<file path="config.mk">
export PLATFORM = sky130hd
export DESIGN_NAME = debug_controller
export DESIGN_NICKNAME = d
export VERILOG_FILES = /design/src/rtl/debug_pkg.sv /design/src/rtl/debug_controller_bp_table.sv /design/src/rtl/debug_controller.sv
export SDC_FILE = /design/constraint.sdc
export NUM_CORES = 1
export LEC_CHECK = 0
export CAP_MARGIN = 40
export CORE_UTILIZATION = 27
export DETAILED_ROUTE_END_ITERATION = 12
export GPL_ROUTABILITY_DRIVEN = 0
export SYNTH_ARGS = -nofsm -noshare
export SYNTH_HDL_FRONTEND = slang
export SYNTH_SLANG_ARGS = --single-unit
</file>
<file path="constraint.sdc">
create_clock -name clk -period 16.45 [get_ports clk]
set_clock_uncertainty 0.1 [all_clocks]
set_input_delay 3.29 -clock clk [delete_from_list [all_inputs] [get_ports clk]]
set_output_delay 3.29 -clock clk [all_outputs]
set_load 0.01 [all_outputs]
</file>
<file path="src/rtl/debug_pkg.sv">
// -----------------------------------------------------------------------------
// debug_pkg
// Shared definitions for the MCU debug controller: host command codes, the
// controller state encoding, the registered MCU request strobe bundle and a
// few small helpers used by the controller FSM.
//
// Optional feature macro used by the controller: DBG_TIMEOUT_EN (busy-wait
// watchdog). Nothing in this package depends on it.
// -----------------------------------------------------------------------------
package debug_pkg;

    typedef enum logic [3:0] {
        CMD_NONE        = 4'h0,
        CMD_PAUSE       = 4'h1,
        CMD_RESUME      = 4'h2,
        CMD_STEP        = 4'h3,
        CMD_RESET       = 4'h4,
        CMD_STATUS      = 4'h5,
        CMD_MEM_RD_BYTE = 4'h6,
        CMD_MEM_RD_WORD = 4'h7,
        CMD_REG_RD      = 4'h8,
        CMD_BP_ADD      = 4'h9,
        CMD_BP_RM       = 4'hA,
        CMD_MEM_WR_BYTE = 4'hB,
        CMD_MEM_WR_WORD = 4'hC,
        CMD_REG_WR      = 4'hD,
        CMD_BP_CLEAR    = 4'hE,
        CMD_RSVD        = 4'hF
    } cmd_e;

    typedef enum logic [2:0] {
        S_IDLE,
        S_WAIT_PAUSE,
        S_WAIT_RESUME,
        S_WAIT_STEP,
        S_WAIT_MEM,
        S_WAIT_REG,
        S_WAIT_RESET,
        S_BREAK_HIT
    } state_e;

    // One bit per MCU request line; at most one is set at any time.
    typedef struct packed {
        logic pause;
        logic resume;
        logic mcu_reset;
        logic rf_rd;
        logic rf_wr;
        logic mem_rd;
        logic mem_wr;
    } req_t;

    localparam req_t REQ_NONE = '0;

    // States in which the controller waits on mcu_busy.
    function automatic logic is_wait_state(input state_e s);
        return (s == S_WAIT_PAUSE)  || (s == S_WAIT_RESUME) ||
               (s == S_WAIT_STEP)   || (s == S_WAIT_MEM)    ||
               (s == S_WAIT_REG)    || (s == S_WAIT_RESET);
    endfunction

    // Word accesses enable all lanes; byte accesses enable the addressed lane.
    function automatic logic [3:0] mem_byte_enable(input cmd_e c, input logic [1:0] ofs);
        if ((c == CMD_MEM_RD_WORD) || (c == CMD_MEM_WR_WORD))
            return 4'b1111;
        return 4'b0001 << ofs;
    endfunction

    function automatic logic is_mem_write(input cmd_e c);
        return (c == CMD_MEM_WR_BYTE) || (c == CMD_MEM_WR_WORD);
    endfunction

endpackage

</file>
<file path="src/rtl/debug_controller_bp_table.sv">
// -----------------------------------------------------------------------------
// bp_table
// Breakpoint table: NUM_BP slots, each a valid bit plus an address.
//
// Ports:
//   clk, rst   rising-edge clock, synchronous active-high reset (clears valids)
//   add        write addr into the lowest free slot (no-op if already present
//              or if the table is full)
//   rm         invalidate every slot holding addr
//   clear      invalidate all slots
//   addr       address for add/rm and for the present lookup
//   pc         program counter compared against all valid slots
//   hit        pc matches a valid slot (combinational)
//   full       every slot is valid
//   present    addr matches a valid slot (combinational)
// -----------------------------------------------------------------------------
module bp_table
    import debug_pkg::*;
#(
    parameter int NUM_BP = 8,
    parameter int ADDR_W = 32
) (
    input  logic              clk,
    input  logic              rst,
    input  logic              add,
    input  logic              rm,
    input  logic              clear,
    input  logic [ADDR_W-1:0] addr,
    input  logic [ADDR_W-1:0] pc,
    output logic              hit,
    output logic              full,
    output logic              present
);

    logic [NUM_BP-1:0] valid;
    logic [ADDR_W-1:0] slot_addr [NUM_BP];
    logic [NUM_BP-1:0] pc_match;
    logic [NUM_BP-1:0] addr_match;
    logic [NUM_BP-1:0] free_onehot;
    logic              do_add;

    always_comb begin
        pc_match   = '0;
        addr_match = '0;
        for (int i = 0; i < NUM_BP; i++) begin
            pc_match[i]   = valid[i] && (slot_addr[i] == pc);
            addr_match[i] = valid[i] && (slot_addr[i] == addr);
        end
    end

    // Lowest clear bit of valid; all zeros when the table is full because the
    // increment wraps.
    assign free_onehot = (valid + NUM_BP'(1)) & ~valid;

    assign hit     = |pc_match;
    assign full    = &valid;
    assign present = |addr_match;
    assign do_add  = add && !present && !full;

    always_ff @(posedge clk) begin
        if (rst) begin
            valid <= '0;
        end else if (clear) begin
            valid <= '0;
        end else if (rm) begin
            valid <= valid & ~addr_match;
        end else if (do_add) begin
            valid <= valid | free_onehot;
        end
    end

    // Addresses carry no reset; a slot's content is meaningful only while its
    // valid bit is set.
    always_ff @(posedge clk) begin
        for (int i = 0; i < NUM_BP; i++) begin
            if (do_add && free_onehot[i])
                slot_addr[i] <= addr;
        end
    end

endmodule

</file>
<file path="src/rtl/debug_controller.sv">
// -----------------------------------------------------------------------------
// debug_controller
// Host-side debug controller for a small MCU. Accepts one 4-bit command at a
// time, drives registered request strobes towards the MCU and waits on
// mcu_busy, tracks the paused state, and manages a breakpoint table that can
// stop the running MCU when pc reaches a programmed address.
//
// Build option: define DBG_TIMEOUT_EN to add a watchdog that abandons a wait
// after TIMEOUT_CYCLES busy cycles (err pulse, back to idle). Without it the
// controller waits on mcu_busy indefinitely and has no counter.
//
// Ports:
//   clk, rst                 rising-edge clock, synchronous active-high reset
//   cmd, addr, in_valid      host command, its address, command present
//   pc, mcu_busy             MCU program counter, MCU acknowledging/executing
//   pause, resume, mcu_reset MCU run-control request strobes
//   rf_rd, rf_wr             register file access strobes
//   mem_rd, mem_wr, mem_be   memory access strobes and byte enables
//   out_valid                a request strobe is being presented
//   ctrlr_busy               controller is not idle (commands not accepted)
//   mcu_paused               MCU is known to be paused
//   bp_hit                   one-cycle pulse on a breakpoint hit
//   bp_full                  every breakpoint slot is in use
//   err                      one-cycle pulse on a rejected command or timeout
// -----------------------------------------------------------------------------
module debug_controller
    import debug_pkg::*;
#(
    parameter int NUM_BP         = 8,
    parameter int ADDR_W         = 32,
    parameter int TIMEOUT_CYCLES = 1024
) (
    input  logic              clk,
    input  logic              rst,
    input  logic [3:0]        cmd,
    input  logic [ADDR_W-1:0] addr,
    input  logic              in_valid,
    input  logic [ADDR_W-1:0] pc,
    input  logic              mcu_busy,
    output logic              pause,
    output logic              resume,
    output logic              mcu_reset,
    output logic              out_valid,
    output logic              rf_rd,
    output logic              rf_wr,
    output logic              mem_rd,
    output logic              mem_wr,
    output logic [3:0]        mem_be,
    output logic              ctrlr_busy,
    output logic              mcu_paused,
    output logic              bp_hit,
    output logic              bp_full,
    output logic              err
);

    state_e            state;
    req_t              req;
    cmd_e              cmd_c;
    logic              last_hit_vld;
    logic [ADDR_W-1:0] last_hit;
    logic              table_hit;
    logic              table_present;
    logic              hit_now;
    logic              accept;
    logic              timeout;

    assign cmd_c = cmd_e'(cmd);

    assign pause     = req.pause;
    assign resume    = req.resume;
    assign mcu_reset = req.mcu_reset;
    assign rf_rd     = req.rf_rd;
    assign rf_wr     = req.rf_wr;
    assign mem_rd    = req.mem_rd;
    assign mem_wr    = req.mem_wr;

    // A hit needs a running MCU and a pc that is not the one we last stopped
    // on, so resuming from a breakpoint does not immediately stop again.
    assign hit_now = table_hit && !mcu_paused &&
                     ((state == S_IDLE) || (state == S_WAIT_RESUME)) &&
                     !(last_hit_vld && (pc == last_hit));

    // A breakpoint hit takes priority; the colliding command is dropped.
    assign accept = (state == S_IDLE) && in_valid && !hit_now;

    bp_table #(
        .NUM_BP (NUM_BP),
        .ADDR_W (ADDR_W)
    ) u_bp_table (
        .clk     (clk),
        .rst     (rst),
        .add     (accept && (cmd_c == CMD_BP_ADD)),
        .rm      (accept && (cmd_c == CMD_BP_RM)),
        .clear   (accept && (cmd_c == CMD_BP_CLEAR)),
        .addr    (addr),
        .pc      (pc),
        .hit     (table_hit),
        .full    (bp_full),
        .present (table_present)
    );

`ifdef DBG_TIMEOUT_EN
    localparam int CNT_W = $clog2(TIMEOUT_CYCLES + 1);

    logic [CNT_W-1:0] tmo_cnt;

    assign timeout = is_wait_state(state) && mcu_busy &&
                     (tmo_cnt == CNT_W'(TIMEOUT_CYCLES - 1));

    // Outside the wait states the counter sits at zero, so every entry from
    // idle starts fresh; the step-to-pause hand-over restarts it explicitly.
    always_ff @(posedge clk) begin
        if (rst || !is_wait_state(state) || ((state == S_WAIT_STEP) && !mcu_busy)) begin
            tmo_cnt <= '0;
        end else if (mcu_busy) begin
            tmo_cnt <= tmo_cnt + CNT_W'(1);
        end
    end
`else
    // No watchdog: waits end only when mcu_busy falls. The limit parameter
    // is kept so both builds share one parameter list.
    localparam bit TIMEOUT_LIMIT_SET = (TIMEOUT_CYCLES > 0);

    assign timeout = 1'b0 & TIMEOUT_LIMIT_SET;
`endif

    always_ff @(posedge clk) begin
        if (rst) begin
            state        <= S_IDLE;
            req          <= REQ_NONE;
            out_valid    <= 1'b0;
            mem_be       <= 4'b0000;
            ctrlr_busy   <= 1'b0;
            mcu_paused   <= 1'b0;
            bp_hit       <= 1'b0;
            err          <= 1'b0;
            last_hit_vld <= 1'b0;
        end else begin
            err    <= 1'b0;
            bp_hit <= 1'b0;

            if (hit_now) begin
                last_hit     <= pc;
                last_hit_vld <= 1'b1;
            end else if (last_hit_vld && (pc != last_hit)) begin
                last_hit_vld <= 1'b0;
            end

            case (state)
                S_IDLE: begin
                    if (hit_now) begin
                        bp_hit     <= 1'b1;
                        ctrlr_busy <= 1'b1;
                        state      <= S_BREAK_HIT;
                    end else if (accept) begin
                        case (cmd_c)
                            CMD_PAUSE: begin
                                req        <= '{pause: 1'b1, default: 1'b0};
                                out_valid  <= 1'b1;
                                ctrlr_busy <= 1'b1;
                                state      <= S_WAIT_PAUSE;
                            end
                            CMD_RESUME: begin
                                req        <= '{resume: 1'b1, default: 1'b0};
                                out_valid  <= 1'b1;
                                ctrlr_busy <= 1'b1;
                                state      <= S_WAIT_RESUME;
                            end
                            CMD_STEP: begin
                                if (mcu_paused) begin
                                    req        <= '{resume: 1'b1, default: 1'b0};
                                    out_valid  <= 1'b1;
                                    ctrlr_busy <= 1'b1;
                                    state      <= S_WAIT_STEP;
                                end else begin
                                    err <= 1'b1;
                                end
                            end
                            CMD_RESET: begin
                                req        <= '{mcu_reset: 1'b1, default: 1'b0};
                                out_valid  <= 1'b1;
                                ctrlr_busy <= 1'b1;
                                state      <= S_WAIT_RESET;
                            end
                            CMD_MEM_RD_BYTE, CMD_MEM_RD_WORD,
                            CMD_MEM_WR_BYTE, CMD_MEM_WR_WORD: begin
                                // Kind and lanes are latched here so the wait
                                // no longer depends on cmd/addr.
                                req        <= '{mem_rd: !is_mem_write(cmd_c),
                                                mem_wr: is_mem_write(cmd_c),
                                                default: 1'b0};
                                mem_be     <= mem_byte_enable(cmd_c, addr[1:0]);
                                out_valid  <= 1'b1;
                                ctrlr_busy <= 1'b1;
                                state      <= S_WAIT_MEM;
                            end
                            CMD_REG_RD: begin
                                req        <= '{rf_rd: 1'b1, default: 1'b0};
                                out_valid  <= 1'b1;
                                ctrlr_busy <= 1'b1;
                                state      <= S_WAIT_REG;
                            end
                            CMD_REG_WR: begin
                                req        <= '{rf_wr: 1'b1, default: 1'b0};
                                out_valid  <= 1'b1;
                                ctrlr_busy <= 1'b1;
                                state      <= S_WAIT_REG;
                            end
                            CMD_BP_ADD: begin
                                // A new address with no free slot is refused.
                                if (bp_full && !table_present)
                                    err <= 1'b1;
                            end
                            CMD_RSVD: begin
                                err <= 1'b1;
                            end
                            default: begin
                                // none, status, bp-rm and bp-clear-all finish
                                // here; table updates happen in bp_table.
                            end
                        endcase
                    end
                end

                S_WAIT_PAUSE, S_WAIT_RESUME, S_WAIT_MEM, S_WAIT_REG, S_WAIT_RESET: begin
                    if ((state == S_WAIT_RESUME) && hit_now) begin
                        req       <= REQ_NONE;
                        out_valid <= 1'b0;
                        bp_hit    <= 1'b1;
                        state     <= S_BREAK_HIT;
                    end else if (!mcu_busy) begin
                        req        <= REQ_NONE;
                        out_valid  <= 1'b0;
                        mem_be     <= 4'b0000;
                        ctrlr_busy <= 1'b0;
                        state      <= S_IDLE;
                        if (state == S_WAIT_PAUSE)
                            mcu_paused <= 1'b1;
                        else if ((state == S_WAIT_RESUME) || (state == S_WAIT_RESET))
                            mcu_paused <= 1'b0;
                    end else if (timeout) begin
                        req        <= REQ_NONE;
                        out_valid  <= 1'b0;
                        mem_be     <= 4'b0000;
                        ctrlr_busy <= 1'b0;
                        err        <= 1'b1;
                        state      <= S_IDLE;
                    end
                end

                S_WAIT_STEP: begin
                    // The single step ends by re-pausing the MCU.
                    if (!mcu_busy) begin
                        req   <= '{pause: 1'b1, default: 1'b0};
                        state <= S_WAIT_PAUSE;
                    end else if (timeout) begin
                        req        <= REQ_NONE;
                        out_valid  <= 1'b0;
                        ctrlr_busy <= 1'b0;
                        err        <= 1'b1;
                        state      <= S_IDLE;
                    end
                end

                S_BREAK_HIT: begin
                    req       <= '{pause: 1'b1, default: 1'b0};
                    out_valid <= 1'b1;
                    state     <= S_WAIT_PAUSE;
                end

                default: begin
                    state <= S_IDLE;
                end
            endcase
        end
    end

endmodule

</file>
## Word-level counts from Yosys, hierarchy flattened

Memories as Yosys holds them, arrays and structs flattened.
Index checks and enable logic that the tools add are counted.

- Add/subtract/negate cells: 1
- $mul: 0
- Divide/modulo/power cells: 0
- Magnitude comparators: 0
- Equal/unequal tests: 53
- Shifts and indexed selects: 1
- Mux-type cells: 89
- Bitwise logic cells: 11
- Reduce and logical (&&, ||, !) cells: 76

Operators with widths:

| kind | count |
|---|---|
| $eq 32x32->1 | 17 |
| $mux 32 | 7 |
| $reduce_or 32->1 | 7 |
| $pmux 7 s7 | 1 |
| $mux 1 | 44 |
| $mux 7 | 6 |
| $mux 3 | 13 |
| $logic_and 1x1->1 | 38 |
| $eq 4x4->1 const B | 8 |
| $ne 32x32->1 | 1 |
| $mux 4 | 7 |
| $pmux 7 s4 | 1 |
| $reduce_and 6->1 | 4 |
| $pmux 3 s6 | 1 |
| $and 8x8->8 | 2 |
| $mux 8 | 2 |
| $not 8->8 | 2 |
| $reduce_or 8->1 | 2 |
| $eq 3x3->1 const B | 4 |
| $eq 4x3->1 const B | 3 |
| $pmux 3 s4 | 1 |
| $ne 2x2->1 const B | 5 |
| $ne 3x3->1 const B | 3 |
| $reduce_or 9->1 | 1 |
| other kinds (28) | 51 |

- Register bits after elaboration: 60
- Bits in latches: 0
- Bits in writable memories: 256
- Bits in read-only memories: 0
- Input port bits: 72
- Output and inout port bits: 17
- Logic and storage cells: 249
- Memories: 1

Memory list:

| memory | depth | width | rd ports | clocked after Yosys merged registers in | wr ports | RTL line | RTL |
|---|---|---|---|---|---|---|---|
| u_bp_table.slot_addr | 8 | 32 | 8 | 0 | 1 | debug_controller_bp_table.sv:36 | `logic [ADDR_W-1:0] slot_addr [NUM_BP];` |

## Depth between registers and ports, before layout

An unclocked memory read counts as a cell.

- Depth after elaboration: 23
- Depth in mapped cells: 10
- Mapped depth without buffers: 8

## Hierarchy

A second synthesis with hierarchy kept.

- Cell total of the unflattened synthesis: 1341
- Area, all modules: 16903.7 um^2

Modules (own cells, without submodules):

| module | instances | cells an instance | area an instance (um^2) |
|---|---|---|---|
| bp_table | 1 | 1073 | 14209.9 |
| debug_controller | 1 | 268 | 2693.8 |

## Worst setup path before layout

No wires, ideal clock.

- Path kind: input port to flip-flop
- Start point: input pc[6]
- End point: memory u_bp_table.slot_addr[5][0] (netlist: u_bp_table.slot_addr[1][32]), enable pin
- Arrival: 8.382 ns
- Required time: 15.837 ns
- Path slack: 7.455 ns
- Stages: 10
- Buffers on the path: 2
- Cell sequence: buf_4 > xor2_1 > nor4_1 > nand4_1 > or3_2 > nor4b_4 > o31ai_2 > buf_6 > nand3_2 > nor4b_1

- Word-level cells in the longest chain between the ends: 22
- Elaborated cells on any way between the ends: 73
- Classes of those cells: 9 x eq/ne; 30 x mux; 34 x reduce/logical

RTL lines:

| item | RTL line | RTL |
|---|---|---|
| start, declared | debug_controller.sv:38 | `input logic [ADDR_W-1:0] pc,` |
| $eq 32x32->1 | debug_controller_bp_table.sv:46 | `pc_match[i] = valid[i] && (slot_addr[i] == pc);` |
| $logic_and 1x1->1 | debug_controller_bp_table.sv:46 |  |
| $reduce_or 8->1 | debug_controller_bp_table.sv:55 | `assign hit = \|pc_match;` |
| $logic_and 1x1->1 (2 in series) | debug_controller.sv:79 | `assign hit_now = table_hit && !mcu_paused &&` |
| $logic_and 1x1->1 * | debug_controller.sv:80 | `((state == S_IDLE) \|\| (state == S_WAIT_RESUME)) &&` |
| $logic_not 1->1 * | debug_controller.sv:84 | `assign accept = (state == S_IDLE) && in_valid && !hit_now;` |
| $logic_and 1x1->1 * | debug_controller.sv:84 |  |
| $logic_and 1x1->1 * | debug_controller.sv:92 | `.add (accept && (cmd_c == CMD_BP_ADD)),` |
| $logic_and 1x1->1 * (2 in series) | debug_controller_bp_table.sv:58 | `assign do_add = add && !present && !full;` |
| $logic_and 1x1->1 | debug_controller_bp_table.sv:76 | `if (do_add && free_onehot[i])` |
| $mux 1 | debug_controller_bp_table.sv:76 |  |
| $mux 1 (not written as such) | debug_controller_bp_table.sv:77 | `slot_addr[i] <= addr;` |
| $reduce_or 32->1 (no source line) | n/a |  |
| $mux 3 (no source line) or $mux 1 (tied branches) (7 in series) | n/a |  |
| end, declared | debug_controller_bp_table.sv:36 |  |

Mark *: on every way between the ends. The rest lies on a longest branch, timed or not.

## Final worst setup path

- Start point: input pc[11]
- End point: memory u_bp_table.slot_addr[5][20] (netlist: u_bp_table.slot_addr[1][52]), enable pin

Same word-level chain as after synthesis.

==> results.sh <==
export IMPL_grt_max_degree=33
export IMPL_cts_sinks=316
export IMPL_setup_tns_final_ns=0
export IMPL_n_antenna_cell=0
export IMPL_finalPower_w=0.00205
export IMPL_leakage_nw=6.39
export IMPL_r2r_setup_slack_ns=12.61
export IMPL_die_y_microns=258
export IMPL_slew_violations=0
export IMPL_grt_pass1_wl_microns=90700
export IMPL_slew_headroom_pct=41.7
export IMPL_cts_made_buffers=36
export IMPL_async_flop_share_pct=0
export IMPL_dieWidth_microns=258
export IMPL_cts_root_buf="clkbuf_16"
export IMPL_post_route_min_period_ns=7.17
export IMPL_routedWlPerCell_microns=25.8
export IMPL_cp_max_fo=32
export IMPL_hold_start="mem_rd"
export IMPL_fin_nets=1669
export IMPL_worst_pin_slew_ns=0.867
export IMPL_fmax_mhz=139
export IMPL_antenna_found_initial=4
export IMPL_die_area_sq_mm=0.0667
export IMPL_final_cell_area_sq_mm=0.0211
export IMPL_rsz0062_at_grt="false"
export IMPL_hold_class="register to register"
export IMPL_vias=13272
export IMPL_drive_gt1_share_pct=10.1
export IMPL_clk_pin_slew_ns=0.06
export IMPL_synth_edf_count=288
export IMPL_io_pins=89
export IMPL_hpwlAfterDp_microns=43400
export IMPL_seq_area_frac_synth_pct=51.9
export IMPL_post_route_drc_count=0
export IMPL_drt_iter0_markers=1696
export IMPL_syn_area_per_cell_sq_um=12.1
export IMPL_postCtsHoldBufs=0
export IMPL_placed_cell_area_sq_mm=0.0199
export IMPL_h_tree_depth=2
export IMPL_fin_util_pct=32.6
export IMPL_core_area_sq_mm=0.0647
export IMPL_track_usage_pct=18.8
export IMPL_ys_warn_count=0
export IMPL_ctsResizeCount=0
export IMPL_vias_per_cell=5.36
export IMPL_syn_to_final_growth_pct=18.8
export IMPL_synthTopCellsByArea="edfxtp_1 (49%), xnor2_1 (17%), xor2_1 (9.4%), nand4_1 (4.2%), nor4_1 (3.4%)"
export IMPL_post_cts_buffers=0
export IMPL_min_to="mem_rd"
export IMPL_yosysUniqueCellTypes=62
export IMPL_grt_pass1_vias=12986
export IMPL_status="finished, final reports clean"
export IMPL_r2r_start="u_bp_table.slot_addr[1][36]"
export IMPL_arrival_ns=7.29
export IMPL_synth_nets=1543
export IMPL_overflow=0
export IMPL_setup_viol=0
export IMPL_hold_violations=0
export IMPL_rows=93
export IMPL_period_share_pct=43.6
export IMPL_drt_total_wl_microns=63800
export IMPL_start_kind="primary input"
export IMPL_powerDensity_mw_per_mm2=97.1
export IMPL_clk_latency_ns=0.57
export IMPL_ir_worst_vdd_mv=0.0515
export IMPL_cp_end_kind="register"
export IMPL_criticalPathCategory="primary input to register"
export IMPL_ant_nets=0
export IMPL_start_util_pct=27.4
export IMPL_cts_tree="built"
export IMPL_dr_pass1_iters=5
export IMPL_synthCells=1471
export IMPL_synth_seq_cells=316
export IMPL_rr_worst_depth=9
export IMPL_maxCapViolCount=0
export IMPL_synthFlopType="edfxtp_1"
export IMPL_holdPathStages=2
export IMPL_worst_ep_required_time_ns=16.57
export IMPL_synth_top_area_share_pct=48.7
export IMPL_synth_area_leader_cell="edfxtp_1"
export IMPL_synth_area_sq_mm=0.0177
export IMPL_clock_path_buffers=3
export IMPL_r2r_end="u_bp_table.slot_addr[1][52]"
export IMPL_portBuffers=88
[final cells by class]
cell class / count / area (sq um)
clock buffer: 44 / 931
timing repair buffer: 168 / 1570
tap: 855 / 1070
inverter: 14 / 52.6
clock inverter: 19 / 262
sequential: 316 / 9210
fill: 6467 / 43600
multi-input combinational: 1061 / 7990
[cells in the mapped netlist (all sizes together) (6+ instances only)]
cell type  count
inv           14
nor2b          9
clkbuf         9
buf           71
or4            8
nor2          38
nand4        118
nand2         47
mux2i          7
a21oi         19
edfxtp       288
nand3         29
nand2b        11
nor3          30
xnor2        346
dfxtp         28
nand4b        12
o21ai         22
xor2         194
nor4b          6
nor4          98
[critical path, cell delays in order]
cell             delay [ns]
clkdlybuf4s50_1        0.88
buf_8                  0.24
xor2_2                 0.19
nor4_1                 0.10
nand3_1                0.11
nor4_1                 0.09
or4_4                  0.59
o31ai_2                0.62
nand3_2                0.40
nor4b_2                0.32
buf_4                  0.42
[kinds of logic (layout without fill, tap and decap cells)]
group / count (synthesis) / count (layout) / synth area share [%]
compound gates: 82 / 82 / 3.27
xor+xnor: 540 / 540 / 26.8
buf+inv: 94 / 245 / 3.28
flops: 316 / 316 / 51.9
mux: 7 / 7 / 0.465
simple gates: 432 / 432 / 14.3
[per-stage QoR]
stage / hold WS [ns] / cells / worst slack, ns
floorplan: 0.379 / 1471 / 7.46
global placement: 0.350 / 2401 / 8.78
detailed placement: 0.349 / 2413 / 8.82
CTS: 0.364 / 2476 / 9.42
global route: 0.395 / 2477 / 9.17
finish: 0.356 / 2477 / 9.28
[sequential cells by signal, summed over array words and instances (netlist names), 3 cells and up]
name and count:
u_bp_table.slot_addr 256, state 3, u_bp_table.valid 8, last_hit 32, mem_be 4
[placed cells by master (no fill, tap or decap), drive strengths merged, types with 28 or more instances in the layout]
| cell | n |
|---|---|
| buf | 79 |
| clkbuf | 45 |
| clkdlybuf4s50 | 88 |
| dfxtp | 28 |
| edfxtp | 288 |
| nand2 | 47 |
| nand3 | 29 |
| nand4 | 118 |
| nor2 | 38 |
| nor3 | 30 |
| nor4 | 98 |
| xnor2 | 346 |
| xor2 | 194 |
[power breakdown]
group	internal, W	switching (W)	leakage (nW)	total, W
clock	0.000498	0.000337	0.578	0.000835
combinational	0.000119	0.000189	2.99	0.000308
sequential	0.000887	0.0000167	2.82	0.000903
total	0.00150	0.000543	6.39	0.00205
[worst max path at each step]
stage | slack [ns] | from | end
6_report | 9.28 | pc[11] | u_bp_table.slot_addr[1][52]
3_3_place_gp | 8.78 | pc[23] | u_bp_table.slot_addr[1][42]
2_1_floorplan | 7.46 | pc[6] | u_bp_table.slot_addr[1][32]
5_1_grt | 9.17 | pc[0] | u_bp_table.slot_addr[1][39]
4_1_cts | 9.42 | pc[0] | u_bp_table.slot_addr[1][37]
3_5_place_dp | 8.82 | pc[11] | u_bp_table.slot_addr[1][42]
[metal layers]
layer  track usage, %  vias up  share of wire (%)
li1                 -     5636                  -
met1             25.3     6581                 41
met2             29.2      869                 44
met3             3.96      178                 11
met4             7.71        8                4.2
met5                0        -              0.071
Note: power is estimated with default switching activity, not from simulation.
